### config.mk
export PLATFORM = sky130hd
export DESIGN_NAME = blram_arbiter
export DESIGN_NICKNAME = d
export VERILOG_FILES = /design/src/rtl/blram_arbiter.sv
export SDC_FILE = /design/constraint.sdc
export NUM_CORES = 1
export LEC_CHECK = 0
export BUFFER_PORTS_ARGS = -buffer_cell sky130_fd_sc_hd__buf_2
export CAP_MARGIN = 15
export CORE_MARGIN = 2
export CORE_UTILIZATION = 25
export DETAILED_ROUTE_END_ITERATION = 7
export PLACE_DENSITY = 0.63
export SLEW_MARGIN = 10
export SYNTH_ARGS = -nofsm -noshare
export SYNTH_HDL_FRONTEND = slang
export SYNTH_SLANG_ARGS = --single-unit
### constraint.sdc
create_clock -name clk -period 2.7 [get_ports clk]
set_input_delay 0.27 -clock clk [delete_from_list [all_inputs] [get_ports clk]]
set_output_delay 0.27 -clock clk [all_outputs]
set_load 0.005 [all_outputs]
### src/rtl/blram_arbiter.sv
// blram_arbiter: two-requester arbiter in front of a 16-bit single-port block RAM
// with a 1-cycle synchronous read.
// Requester 0 (CPU core) and requester 1 (loader/debug DMA) share the port.
// A lock gives one port exclusive use for read-modify-write sequences. A
// starvation counter lets the blocked port through once it has waited
// LOCK_MAX cycles.
// Build option: define BLRAM_ARB_RR_EN for round-robin arbitration when no
// lock is held. Without it, port 0 has fixed priority.
//
// state    | meaning
// ---------+-------------------------------------------
// ST_IDLE  | no lock held, normal arbitration
// ST_LOCK0 | port 0 owns the lock, port 1 may starve
// ST_LOCK1 | port 1 owns the lock, port 0 may starve

module blram_arbiter #(
    parameter int SIZE     = 13,
    parameter int LOCK_MAX = 8
) (
    input  logic            clk,
    input  logic            rst,
    input  logic            i_req0,
    input  logic            i_we0,
    input  logic [SIZE-1:0] i_addr0,
    input  logic [15:0]     i_wdata0,
    input  logic            i_lock0,
    output logic            o_gnt0,
    output logic            o_rvalid0,
    output logic [15:0]     o_rdata0,
    input  logic            i_req1,
    input  logic            i_we1,
    input  logic [SIZE-1:0] i_addr1,
    input  logic [15:0]     i_wdata1,
    input  logic            i_lock1,
    output logic            o_gnt1,
    output logic            o_rvalid1,
    output logic [15:0]     o_rdata1,
    output logic            o_ram_we,
    output logic [SIZE-1:0] o_ram_addr,
    output logic [15:0]     o_ram_data_in,
    input  logic [15:0]     i_ram_data_out
);

    localparam int CW = $clog2(LOCK_MAX + 1);
    localparam logic [CW-1:0] C_LOCK_MAX = CW'(LOCK_MAX);

    typedef enum logic [1:0] {
        ST_IDLE  = 2'd0,
        ST_LOCK0 = 2'd1,
        ST_LOCK1 = 2'd2
    } state_t;

    state_t          r_state;
    logic [CW-1:0]   r_starve_cnt;
    logic            r_rvalid0;
    logic            r_rvalid1;
`ifdef BLRAM_ARB_RR_EN
    logic            r_last_gnt;
`endif

    logic w_locked;
    logic w_owner;
    logic w_req_own;
    logic w_req_oth;
    logic w_lock_own;
    logic w_gnt_own;
    logic w_gnt_oth;
    logic w_relief;
    logic w_release;
    logic w_acquire;
    logic w_gnt0;
    logic w_gnt1;

    assign w_locked   = (r_state != ST_IDLE);
    assign w_owner    = (r_state == ST_LOCK1);
    assign w_req_own  = w_owner ? i_req1 : i_req0;
    assign w_req_oth  = w_owner ? i_req0 : i_req1;
    assign w_lock_own = w_owner ? i_lock1 : i_lock0;
    assign w_gnt_own  = w_owner ? w_gnt1 : w_gnt0;
    assign w_gnt_oth  = w_owner ? w_gnt0 : w_gnt1;
    assign w_relief   = w_locked & w_req_oth & (r_starve_cnt == C_LOCK_MAX);

    // Grant selection: lock owner first unless the other port has waited long enough.
    always_comb begin
        w_gnt0 = 1'b0;
        w_gnt1 = 1'b0;
        if (!rst) begin
            if (w_locked) begin
                if (w_relief) begin
                    if (w_owner) w_gnt0 = 1'b1;
                    else         w_gnt1 = 1'b1;
                end else if (w_req_own) begin
                    if (w_owner) w_gnt1 = 1'b1;
                    else         w_gnt0 = 1'b1;
                end
            end else begin
`ifdef BLRAM_ARB_RR_EN
                if (i_req0 && i_req1) begin
                    if (r_last_gnt) w_gnt0 = 1'b1;
                    else            w_gnt1 = 1'b1;
                end else begin
                    w_gnt0 = i_req0;
                    w_gnt1 = i_req1;
                end
`else
                w_gnt0 = i_req0;
                w_gnt1 = i_req1 & ~i_req0;
`endif
            end
        end
    end

    // The lock is dropped when the owner stops requesting or takes a grant without lock.
    assign w_release = w_locked & (~w_req_own | (w_gnt_own & ~w_lock_own));
    assign w_acquire = ~w_locked & ((w_gnt0 & i_lock0) | (w_gnt1 & i_lock1));

    assign o_gnt0        = w_gnt0;
    assign o_gnt1        = w_gnt1;
    assign o_ram_we      = (w_gnt0 & i_we0) | (w_gnt1 & i_we1);
    assign o_ram_addr    = w_gnt0 ? i_addr0  : (w_gnt1 ? i_addr1  : '0);
    assign o_ram_data_in = w_gnt0 ? i_wdata0 : (w_gnt1 ? i_wdata1 : '0);
    assign o_rvalid0     = r_rvalid0;
    assign o_rvalid1     = r_rvalid1;
    assign o_rdata0      = r_rvalid0 ? i_ram_data_out : '0;
    assign o_rdata1      = r_rvalid1 ? i_ram_data_out : '0;

    // Lock ownership state machine.
    always_ff @(posedge clk or posedge rst) begin
        if (rst) begin
            r_state <= ST_IDLE;
        end else begin
            case (r_state)
                ST_IDLE: begin
                    if (w_acquire) r_state <= w_gnt1 ? ST_LOCK1 : ST_LOCK0;
                end
                ST_LOCK0, ST_LOCK1: begin
                    if (w_release) r_state <= ST_IDLE;
                end
                default: r_state <= ST_IDLE;
            endcase
        end
    end

    // Counts cycles the non-owner is held off; cleared when it is served or stops waiting.
    always_ff @(posedge clk or posedge rst) begin
        if (rst) begin
            r_starve_cnt <= '0;
        end else if (!w_locked || w_release || !w_req_oth || w_gnt_oth) begin
            r_starve_cnt <= '0;
        end else begin
            r_starve_cnt <= r_starve_cnt + 1'b1;
        end
    end

    // Read-valid pipeline aligned with the RAM's one-cycle read latency.
    always_ff @(posedge clk or posedge rst) begin
        if (rst) begin
            r_rvalid0 <= 1'b0;
            r_rvalid1 <= 1'b0;
        end else begin
            r_rvalid0 <= w_gnt0 & ~i_we0;
            r_rvalid1 <= w_gnt1 & ~i_we1;
        end
    end

`ifdef BLRAM_ARB_RR_EN
    // Remembers the most recent winner so the next tie goes the other way.
    always_ff @(posedge clk or posedge rst) begin
        if (rst) begin
            r_last_gnt <= 1'b1;
        end else if (w_gnt0) begin
            r_last_gnt <= 1'b0;
        end else if (w_gnt1) begin
            r_last_gnt <= 1'b1;
        end
    end
`endif

endmodule

# Word-level counts from Yosys, hierarchy flattened
# Index checks and enable logic that the tools add are counted.
# totals
regBits	8
output_inout_bits	66
word_cells	66
# op_classes
addsub	1
n_eq_ne	5
n_mux	26
bitwise	21
reduce_logical	9
# ops
op	n
$mux W16	4
$mux W13	2
$mux W1	15
$and A1 B1 Y1	12
$mux W2	3
$not A1 Y1	6
$add A4 B1 Y4 const B	1
$eq A4 B4 Y1 const B	1
$mux W4	1
$ne A2 B2 Y1 const B	2
$pmux W2 S2	1
$logic_or A1 B1 Y1	3
$or A1 B1 Y1	3
$eq A2 B1 Y1 const B	1
$eq A2 B2 Y1 const B	1
$logic_not A1 Y1	2
$logic_not A2 Y1	1
$reduce_and A2 Y1	1
$reduce_bool A2 Y1	1
$reduce_or A2 Y1	1

# Depth between registers and ports, before layout
# Gate-level depths: netlist (run 1).
# logic_depth
depth_word	15
mapped_depth	10

# Least setup slack after synthesis (run 1)
# Ideal clock, no wire load.
# synth_timing
path_type	register to output
from	reg r_state[0]
to	out o_ram_data_in[10]
arrival_ns	1.923
required_time_ns	2.430
setup_slack_ns	0.507
path_stages_with_launch	9
n_path_buf	2
cell_sequence	dfrtp_1 > inv_1 > ha_1 > buf_6 > or4b_1 > mux2i_1 > o21ai_2 > clkbuf_1 > o21ai_0
# synth_via
elab_chain_cells	9
elab_cells_between_ends	18
# synth_lines
element	line_no	text
from (decl)	53	state_t r_state;
from (signal assigned)	134	if (w_acquire) r_state <= w_gnt1 ? ST_LOCK1 : ST_LOCK0;
$eq A2 B2 Y1	75	assign w_owner = (r_state == ST_LOCK1);
$mux W1	77	assign w_req_oth = w_owner ? i_req0 : i_req1;
$and A1 B1 Y1 (2 in a row)	81	assign w_relief = w_locked & w_req_oth & (r_starve_cnt == C_LOCK_MAX);
$mux W1	89	if (w_relief) begin
$mux W1	88	if (w_locked) begin
$mux W1	87	if (!rst) begin
$mux W16	121	assign o_ram_data_in = w_gnt0 ? i_wdata0 : (w_gnt1 ? i_wdata1 : '0);
$mux W16 (*)	121	
to (decl)	40	output logic [15:0] o_ram_data_in,
# Mark *: on every way between the ends. The rest lies on a longest branch, timed or not.

# Worst setup path after layout (run 1)
# layout_timing
from	reg r_state[0]
to	out o_ram_we
# layout_via
elab_chain_cells	9
elab_cells_between_ends	19
# layout_lines
element	line_no	text
$eq A2 B2 Y1	75	
$mux W1	77	
$and A1 B1 Y1 (2 in a row)	81	
$mux W1	89	
$mux W1	88	
$mux W1	87	
$and A1 B1 Y1	119	assign o_ram_we = (w_gnt0 & i_we0) | (w_gnt1 & i_we1);
$or A1 B1 Y1 (*)	119	
to (decl)	38	output logic o_ram_we,
# Marked as above.

==> metrics, run 1 <==
status=finished clean; Mapped Cells=211; pin count of the biggest net entering global routing=24; Total Power=0.934 mW; number of I/O port buffers=147; Routed WL per cell=11.1 um; Async SR Flop Fraction=1.00; Core Util, Final=0.440; total CTS buffers=3; static leakage=1.31 nW; clk sinks=8; vias in the first global route=1685; final instance area=2200 um^2; yosys warns=0; Initial Utilization=0.255; Critical Path Fanout Max=8; worst skew pair latency=0.23 ns; FF-to-FF setup slack=0.32 ns; crit path launch type=flip-flop; Fill cells=536; Die Wd=75.5 um; # placed instances=420; CP endpoint kind=output port; number of flops mapped to enable cells by yosys=0; Max Clock Skew=0.00219 ns; Area contributors post-synth=nand2_1, and2_1, dfrtp_1; IO Count=148; critical path endpoint=o_ram_we; net count after synthesis=298; layout cells sized above 1=0.472; Yosys cell types=34; initial antenna violation count=0; worst reg2reg startpoint=r_state[0]; maximum vdd drop=219 uV; mapped cell area=1280 um^2; Top FF cell, synth=dfrtp_1; Placement Rows=26; Total Die Area=5700 um^2; Post-Route WL=4710 um; fin. max-slew vios=0; register bit total from synthesis=8; Max H-tree Level=1; final critical-path setup slack=0.146 ns; register area=201 um^2; DRT Pass-1 Iters=4; Clk pin slew, worst setup/hold paths=0.04 ns; R2R depth=8; vias per inst=4.51; unrepaired setup endpoints after global routing=no; wire length of the first global-routing pass=7210 um; syn_area_per_cell=6.06 um^2; Residual DRC=0; CTS tree=built; Yosys top cell area share=0.197; Max-cap violations=0; critical path arrival=2.28 ns; Final Non-Filler Cells=426; Seq/Total Area, Yosys=0.157; Placed Area=2100 um^2; Multi-input gate area=1010 um^2; DP Wirelength=3850 um; reg2reg end=r_state[1]; Synth area leader=nand2_1; PwrDens=424 nW/um^2; number of diodes=0; Overall Global Routing Usage=0.160; endpoints failing hold=0; Clk Tree Root Cell=clkbuf_8; core footprint=5010 um^2; WS Path Type=reg2out; Least-Margin Pin Slew=0.420 ns; pre-CTS setup slack=0.121 ns; Worst slew margin=0.717; clock buffer depth=2; FMAX=0.391 GHz; DR vias=1921; minimum clock period=2.55 ns; post-layout net count=445; post-route setup TNS=0 ns; hold crit path type=in2async; area grow syn2layout=72.2%; gp weighted congestion=0.866; grt ovf=0; Worst Hold Slack=0.0492 ns; Critical Path Start=r_state[0]; post-route ant nets=0; final worst-path cycle share=0.946; final setup fails=0; Worst EP required=2.43 ns; 1st-iter DRT viols=105; chip height=75.5 um
-- power breakdown --
part | switching [mW] | total, mW | leakage, nW | internal [mW]
clock network | 0.0484 | 0.145 | 0.0216 | 0.0967
logic | 0.318 | 0.618 | 1.18 | 0.300
registers | 0.0284 | 0.171 | 0.107 | 0.142
-- how the worst min path moves through the flow --
| stage | startpoint | end | slack, ns |
|---|---|---|---|
| after floorplan | rst | o_rvalid0 | 0.10 |
| after global placement | rst | r_starve_cnt[3] | 0.29 |
| after detailed placement | rst | r_state[1] | 0.28 |
| after CTS | rst | r_starve_cnt[3] | 0.06 |
| after global routing | rst | r_starve_cnt[3] | 0.08 |
| final | rst | r_starve_cnt[2] | 0.05 |
-- cell usage after synthesis, drive strengths merged (3+ instances only) --
library cell / number
nand2: 67
o21ai: 34
and2: 32
clkbuf: 12
inv: 11
dfrtp: 8
nor2: 7
ha: 5
nand4b: 3
o211ai: 3
-- worst max-delay path: stages (launching register included) --
cell     delay [ns]
dfrtp_1        0.37
inv_2          0.09
ha_2           0.21
or4b_1         0.54
mux2i_2        0.22
o21ai_4        0.11
buf_4          0.19
inv_1          0.08
a22o_1         0.13
buf_2          0.11
-- state kept, by name, indices dropped and copies added, names as in the netlist --
register	count
r_starve_cnt	4
r_state	2
o_rvalid1	1
o_rvalid0	1
-- cell families after synthesis --
| kind of cell | count (synthesis) | synth area share |
|---|---|---|
| AO/OA/AOI/OAI | 49 | 0.225 |
| XOR/XNOR | 2 | 0.0137 |
| adder cells (fa/ha/maj) | 5 | 0.0489 |
| buffers and inverters | 25 | 0.0802 |
| flip-flops | 8 | 0.157 |
| multiplexers | 2 | 0.0166 |
| AND/OR/NAND/NOR | 120 | 0.459 |
-- metal layers --
metal  GRT usage  part of all wire
met3      0.0357             0.072
met2       0.294              0.51
met4      0.0273             0.012
met5           0                 0
met1       0.192              0.41
-- placed cells by master (no fill, tap or decap) --
cell type and count:
a2bb2oi_1 2, and2_1 32, nand4b_1 3, buf_12 1, a211oi_1 1, ha_1 2, or4bb_1 1, inv_1 10
or4b_1 1, mux2i_2 1, nor2b_1 1, o21ai_0 28, nor2_1 7, a21o_1 2, o21ai_1 5, nand2_1 67
a22o_1 1, a32oi_1 1, inv_2 1, o211ai_1 3, buf_2 147, dfrtp_2 1, xnor2_1 1, dfrtp_1 7
nand3_1 2, clkbuf_8 3, nand3b_1 1, nor3b_1 2, o21ai_4 1, o2111ai_1 2, o22ai_1 1, or4_1 1
xor2_1 1, mux2_2 1, and3b_1 1, ha_2 1, a21oi_1 2, ha_4 2, buf_4 8, or2_2 1
-- cell type report --
| cell class | instances | area share |
|---|---|---|
| clock buffers | 3 | 0.0188 |
| inverters | 11 | 0.0188 |
| multi-input cells | 178 | 0.461 |
| flip-flops and latches | 8 | 0.0915 |
| well taps | 70 | 0.0398 |
| repair buffers | 156 | 0.370 |
-- repair_timing --
action,4_1_cts,5_1_grt
setup endpoints to repair,19,18
resized for setup,4,10
pin swaps,1,0
hold buffers,0,0
buffers inserted,2,1
Power figures use the tool's default switching activity.
==> run 2: changes to the inputs <==
Settings changed: CORE_MARGIN 2 to 1.5.
==> metrics, run 2 (synthesis results as in run 1) <==
status=finished clean (unchanged); wire length of the first global-routing pass=7130 um (was 7210 um); reg2reg end=r_state[1] (unchanged); Critical Path Fanout Max=13 (was 8); fin. max-slew vios=0 (unchanged); clock buffer depth=2 (unchanged); FMAX=0.388 GHz (was 0.391 GHz); Placement Rows=25 (was 26); layout cells sized above 1=0.470 (was 0.472); R2R depth=7 (was 8); Worst slew margin=0.708 (was 0.717); most common cell after layout, fill and taps aside=buf_2 (unchanged); CP endpoint kind=output port (unchanged); final worst-path cycle share=0.956 (was 0.946); final setup fails=0 (unchanged); vias in the first global route=1681 (was 1685); Max Clock Skew=0.00566 ns (was 0.00219 ns); total CTS buffers=3 (unchanged); post-route ant nets=0 (unchanged); Max H-tree Level=1 (unchanged); Reg with most FFs=r_starve_cnt (unchanged); post-layout net count=444 (was 445); Total Die Area=5550 um^2 (was 5700 um^2); critical path arrival=2.31 ns (was 2.28 ns); hold crit path type=in2async (unchanged); IO Count=148 (unchanged); cell-by-cell listing of the critical path=inv_1 -> ha_4 -> or4b_1 -> mux2i_2 -> o21ai_4 -> buf_4 -> o21ai_0 -> buf_2 (was inv_2 -> ha_2 -> or4b_1 -> mux2i_2 -> o21ai_4 -> buf_4 -> inv_1 -> a22o_1 -> buf_2); Fill cells=511 (was 536); crit path launch type=flip-flop (unchanged); Die Wd=74.5 um (was 75.5 um); vias per inst=4.50 (was 4.51); maximum vdd drop=173 uV (was 219 uV); Worst EP required=2.43 ns (about the same); gp weighted congestion=0.851 (was 0.866); cts hold-fix bufs=0 (unchanged); Max-cap violations=0 (unchanged); CTS tree=built (unchanged); Post-Route WL=4690 um (was 4710 um); Routed WL per cell=11.1 um (about the same); initial antenna violation count=0 (unchanged); core footprint=4820 um^2 (was 5010 um^2); Core Util, Final=0.456 (was 0.440); DRT Pass-1 Iters=4 (unchanged); chip height=74.5 um (was 75.5 um); number of diodes=0 (unchanged); worst skew pair latency=0.23 ns (about the same); CP max stage delay=0.49 ns (was 0.54 ns); FF-to-FF setup slack=0.45 ns (was 0.32 ns); number of I/O port buffers=147 (unchanged); post-route setup TNS=0 ns (unchanged); WS Path Type=reg2out (unchanged); Residual DRC=0 (unchanged); static leakage=1.31 nW (about the same); endpoints failing hold=0 (unchanged); worst reg2reg startpoint=r_state[1] (was r_state[0]); Critical Path Start=r_state[1] (was r_state[0]); critical path endpoint=o_ram_addr[5] (was o_ram_we); Overall Global Routing Usage=0.161 (was 0.160); pin count of the biggest net entering global routing=22 (was 24); unrepaired setup endpoints after global routing=no (unchanged); 1st-iter DRT viols=99 (was 105); Largest regs=r_starve_cnt (4), r_state (2) (unchanged); Initial Utilization=0.265 (was 0.255); DP Wirelength=3800 um (was 3850 um); area grow syn2layout=71.6% (was 72.2%); PwrDens=429 nW/um^2 (was 424 nW/um^2); DR vias=1897 (was 1921); Clk Tree Root Cell=clkbuf_8 (unchanged); grt ovf=0 (unchanged); max FFs per register=4 (unchanged); clk sinks=8 (unchanged); most frequent cells in the layout=buf_2, nand2_1, o21ai_0 (was buf_2, nand2_1, and2_1); Clk pin slew, worst setup/hold paths=0.05 ns (was 0.04 ns); Least-Margin Pin Slew=0.433 ns (was 0.420 ns); minimum clock period=2.58 ns (was 2.55 ns); CP max-delay cell=or4b_1 (unchanged)
run 2: changes by cell type in the layout (fill, tap and decap cells not counted), sizes merged:
cell	change
buf	-1
run 2: through the flow:
step           cells  cell area (um^2)  setup slack, ns  hold WS (ns)  power, mW
5_1_grt          422              2190         0.000970        0.0796       1.03
3_5_place_dp     417              2080            0.194         0.290      0.697
4_1_cts          420              2140           0.0234        0.0608      0.863
6_report         422              2190            0.120        0.0442      0.942
2_1_floorplan    211              1280            0.507         0.101      0.499
3_3_place_gp     417              2080            0.280         0.299      0.689
run 2: cell type report:
| class | count | area (um^2) | area share |
|---|---|---|---|
| Multi-Input combinational cell | 178 | 1020 | 0.467 |
| Timing Repair Buffer | 155 | 800 | 0.364 |
| Sequential cell | 8 | 201 | 0.0918 |
| Tap cell | 67 | 83.8 | 0.0382 |
| Inverter | 11 | 43.8 | 0.0200 |
| Clock buffer | 3 | 41.3 | 0.0188 |
run 2: how the worst min path moves through the flow:
stage / to / slack (ns)
3_3_place_gp: r_state[0] / 0.30
6_report: r_state[0] / 0.04
4_1_cts: r_state[0] / 0.06
2_1_floorplan: o_rvalid0 / 0.10
3_5_place_dp: r_state[0] / 0.29
5_1_grt: r_state[0] / 0.08
run 2: timing repair:
item / CTS / global route
endpoints found under the setup margin: 21 / 22
setup buffers: 0 / 2
gates resized for setup: 5 / 7
pin swaps: 0 / 1
run 2: metal layers:
layer  global-route usage  share of wire  up-vias
met5                    0              0        -
met4               0.0242         0.0026        0
met3               0.0312          0.062        2
met2                0.305           0.52       75
met1                0.190           0.42      835
li1                     -              -      985
run 2: worst max-delay path: cells and delay by family (launching register included):
family / cells / cell delay, ns
simple gates: 1 / 0.49
buf+inv: 3 / 0.44
flops: 1 / 0.42
compound gates: 2 / 0.31
mux: 1 / 0.22
fa+ha+maj: 1 / 0.20
run 2: power breakdown:
part	switching [mW]	total, mW	internal, mW
clock network	0.0524	0.149	0.0971
logic	0.319	0.621	0.301
registers	0.0302	0.172	0.142
==> run 3: changes to the inputs <==
Settings changed: MAX_ROUTING_LAYER from default to met4.
==> metrics, run 3 (synthesis results as in run 1) <==
vias per inst=4.49 (was 4.50); Die Wd=74.5 um (unchanged); Placed Area=2080 um^2 (unchanged); grt ovf=0 (unchanged); CP endpoint kind=output port (unchanged); clk sinks=8 (unchanged); Initial Utilization=0.265 (unchanged); initial antenna violation count=0 (unchanged); DP Wirelength=3800 um (unchanged); Least-Margin Pin Slew=0.433 ns (about the same); CP max-delay cell=or4b_1 (unchanged); post-route ant nets=0 (unchanged); Max Clock Skew=0.00566 ns (about the same); Fill cells=511 (unchanged); CP top delay family=simple AND/OR/NAND/NOR gates (unchanged); Total Die Area=5550 um^2 (unchanged); Residual DRC=0 (unchanged); Critical Path Start=r_state[1] (unchanged); FF-to-FF setup slack=0.45 ns (about the same); gp weighted congestion=0.864 (was 0.851); worst skew pair latency=0.23 ns (about the same); DR vias=1893 (was 1897); PwrDens=430 nW/um^2 (was 429 nW/um^2); clock buffer depth=2 (unchanged); final setup fails=0 (unchanged); wire length of the first global-routing pass=7150 um (was 7130 um); static leakage=1.31 nW (unchanged); pin count of the biggest net entering global routing=22 (unchanged); WS Path Type=reg2out (unchanged); core footprint=4820 um^2 (unchanged); worst reg2reg startpoint=r_state[1] (unchanged); Reg with most FFs=r_starve_cnt (unchanged); Buf+Inv Stages, Crit Path=3 (unchanged); maximum vdd drop=173 uV (about the same); DRT Pass-1 Iters=4 (unchanged); minimum clock period=2.58 ns (about the same); number of I/O port buffers=147 (unchanged); Post-Route WL=4700 um (was 4690 um); CTS tree=built (unchanged); hold crit path type=in2async (unchanged); number of diodes=0 (unchanged); final instance area=2190 um^2 (unchanged); Placement Rows=25 (unchanged); Core Util, Final=0.456 (unchanged); crit path launch type=flip-flop (unchanged); CP max stage delay=0.49 ns (about the same); cts hold-fix bufs=0 (unchanged); critical path endpoint=o_ram_addr[5] (unchanged); chip height=74.5 um (unchanged); most common cell after layout, fill and taps aside=buf_2 (unchanged); endpoints failing hold=0 (unchanged); area grow syn2layout=71.6% (unchanged); Clk Tree Root Cell=clkbuf_8 (unchanged); Clk pin slew, worst setup/hold paths=0.05 ns (about the same); status=finished clean (unchanged); Critical Path Fanout Max=13 (unchanged); vias in the first global route=1679 (was 1681); reg2reg end=r_state[1] (unchanged); most frequent cells in the layout=buf_2, nand2_1, o21ai_0 (unchanged); unrepaired setup endpoints after global routing=no (unchanged); cell-by-cell listing of the critical path=inv_1 -> ha_4 -> or4b_1 -> mux2i_2 -> o21ai_4 -> buf_4 -> o21ai_0 -> buf_2 (unchanged); total CTS buffers=3 (unchanged); Largest regs=r_starve_cnt (4), r_state (2) (unchanged); 1st-iter DRT viols=98 (was 99); Max-cap violations=0 (unchanged); post-layout net count=444 (unchanged); fin. max-slew vios=0 (unchanged); Worst Hold Slack=0.0442 ns (about the same); FMAX=0.388 GHz (about the same); R2R depth=7 (unchanged); layout cells sized above 1=0.470 (unchanged); CP Depth=8 (unchanged); post-route setup TNS=0 ns (unchanged); final worst-path cycle share=0.956 (about the same); Worst slew margin=0.708 (about the same); IO Count=148 (unchanged); Max H-tree Level=1 (unchanged); critical path arrival=2.31 ns (about the same); Routed WL per cell=11.1 um (about the same); max FFs per register=4 (unchanged); Worst EP required=2.43 ns (about the same); Overall Global Routing Usage=0.166 (was 0.161)
==> run 3: stage by stage <==
| step | setup slack [ns] | std cells | total power [mW] |
|---|---|---|---|
| after global placement | 0.280 | 417 | 0.689 |
| after global routing | 0.000970 | 422 | 1.03 |
| after CTS | 0.0234 | 420 | 0.863 |
| after floorplan | 0.507 | 211 | 0.499 |
| after detailed placement | 0.194 | 417 | 0.697 |
| final | 0.120 | 422 | 0.943 |
==> run 3: worst min-delay path by stage <==
stage | slack [ns] | from | depth (start not counted) | end
2_1_floorplan | 0.10 | rst | 1 | o_rvalid0
3_3_place_gp | 0.30 | rst | 2 | r_state[0]
3_5_place_dp | 0.29 | rst | 2 | r_state[0]
4_1_cts | 0.06 | rst | 2 | r_state[0]
5_1_grt | 0.08 | rst | 2 | r_state[0]
6_report | 0.04 | rst | 2 | r_state[0]
==> run 3: cell type report <==
class	count	area, um^2	share of cell area
multi-input cells	178	1020	0.467
repair buffers	155	800	0.364
flip-flops and latches	8	201	0.0918
well taps	67	83.8	0.0382
inverters	11	43.8	0.0200
clock buffers	3	41.3	0.0188
==> run 3: per-layer routing <==
metal | track usage | wire length, um
met5 | - | 0
met4 | 0.0242 | 12
met3 | 0.0285 | 282
met2 | 0.306 | 2430
met1 | 0.192 | 1970
==> run 3: power breakdown <==
part           total, mW  switching, mW  leakage [nW]  internal [mW]
logic              0.622          0.320          1.18          0.301
registers          0.172         0.0303         0.107          0.142
clock network      0.149         0.0524        0.0216         0.0971
total              0.943          0.403          1.31          0.540
==> run 3: timing repair <==
action                                  CTS  global route
hold endpoints to repair                  0             0
pin swaps                                 0             1
resized for setup                         5             7
endpoints found under the setup margin   21            22
setup buffers                             0             2
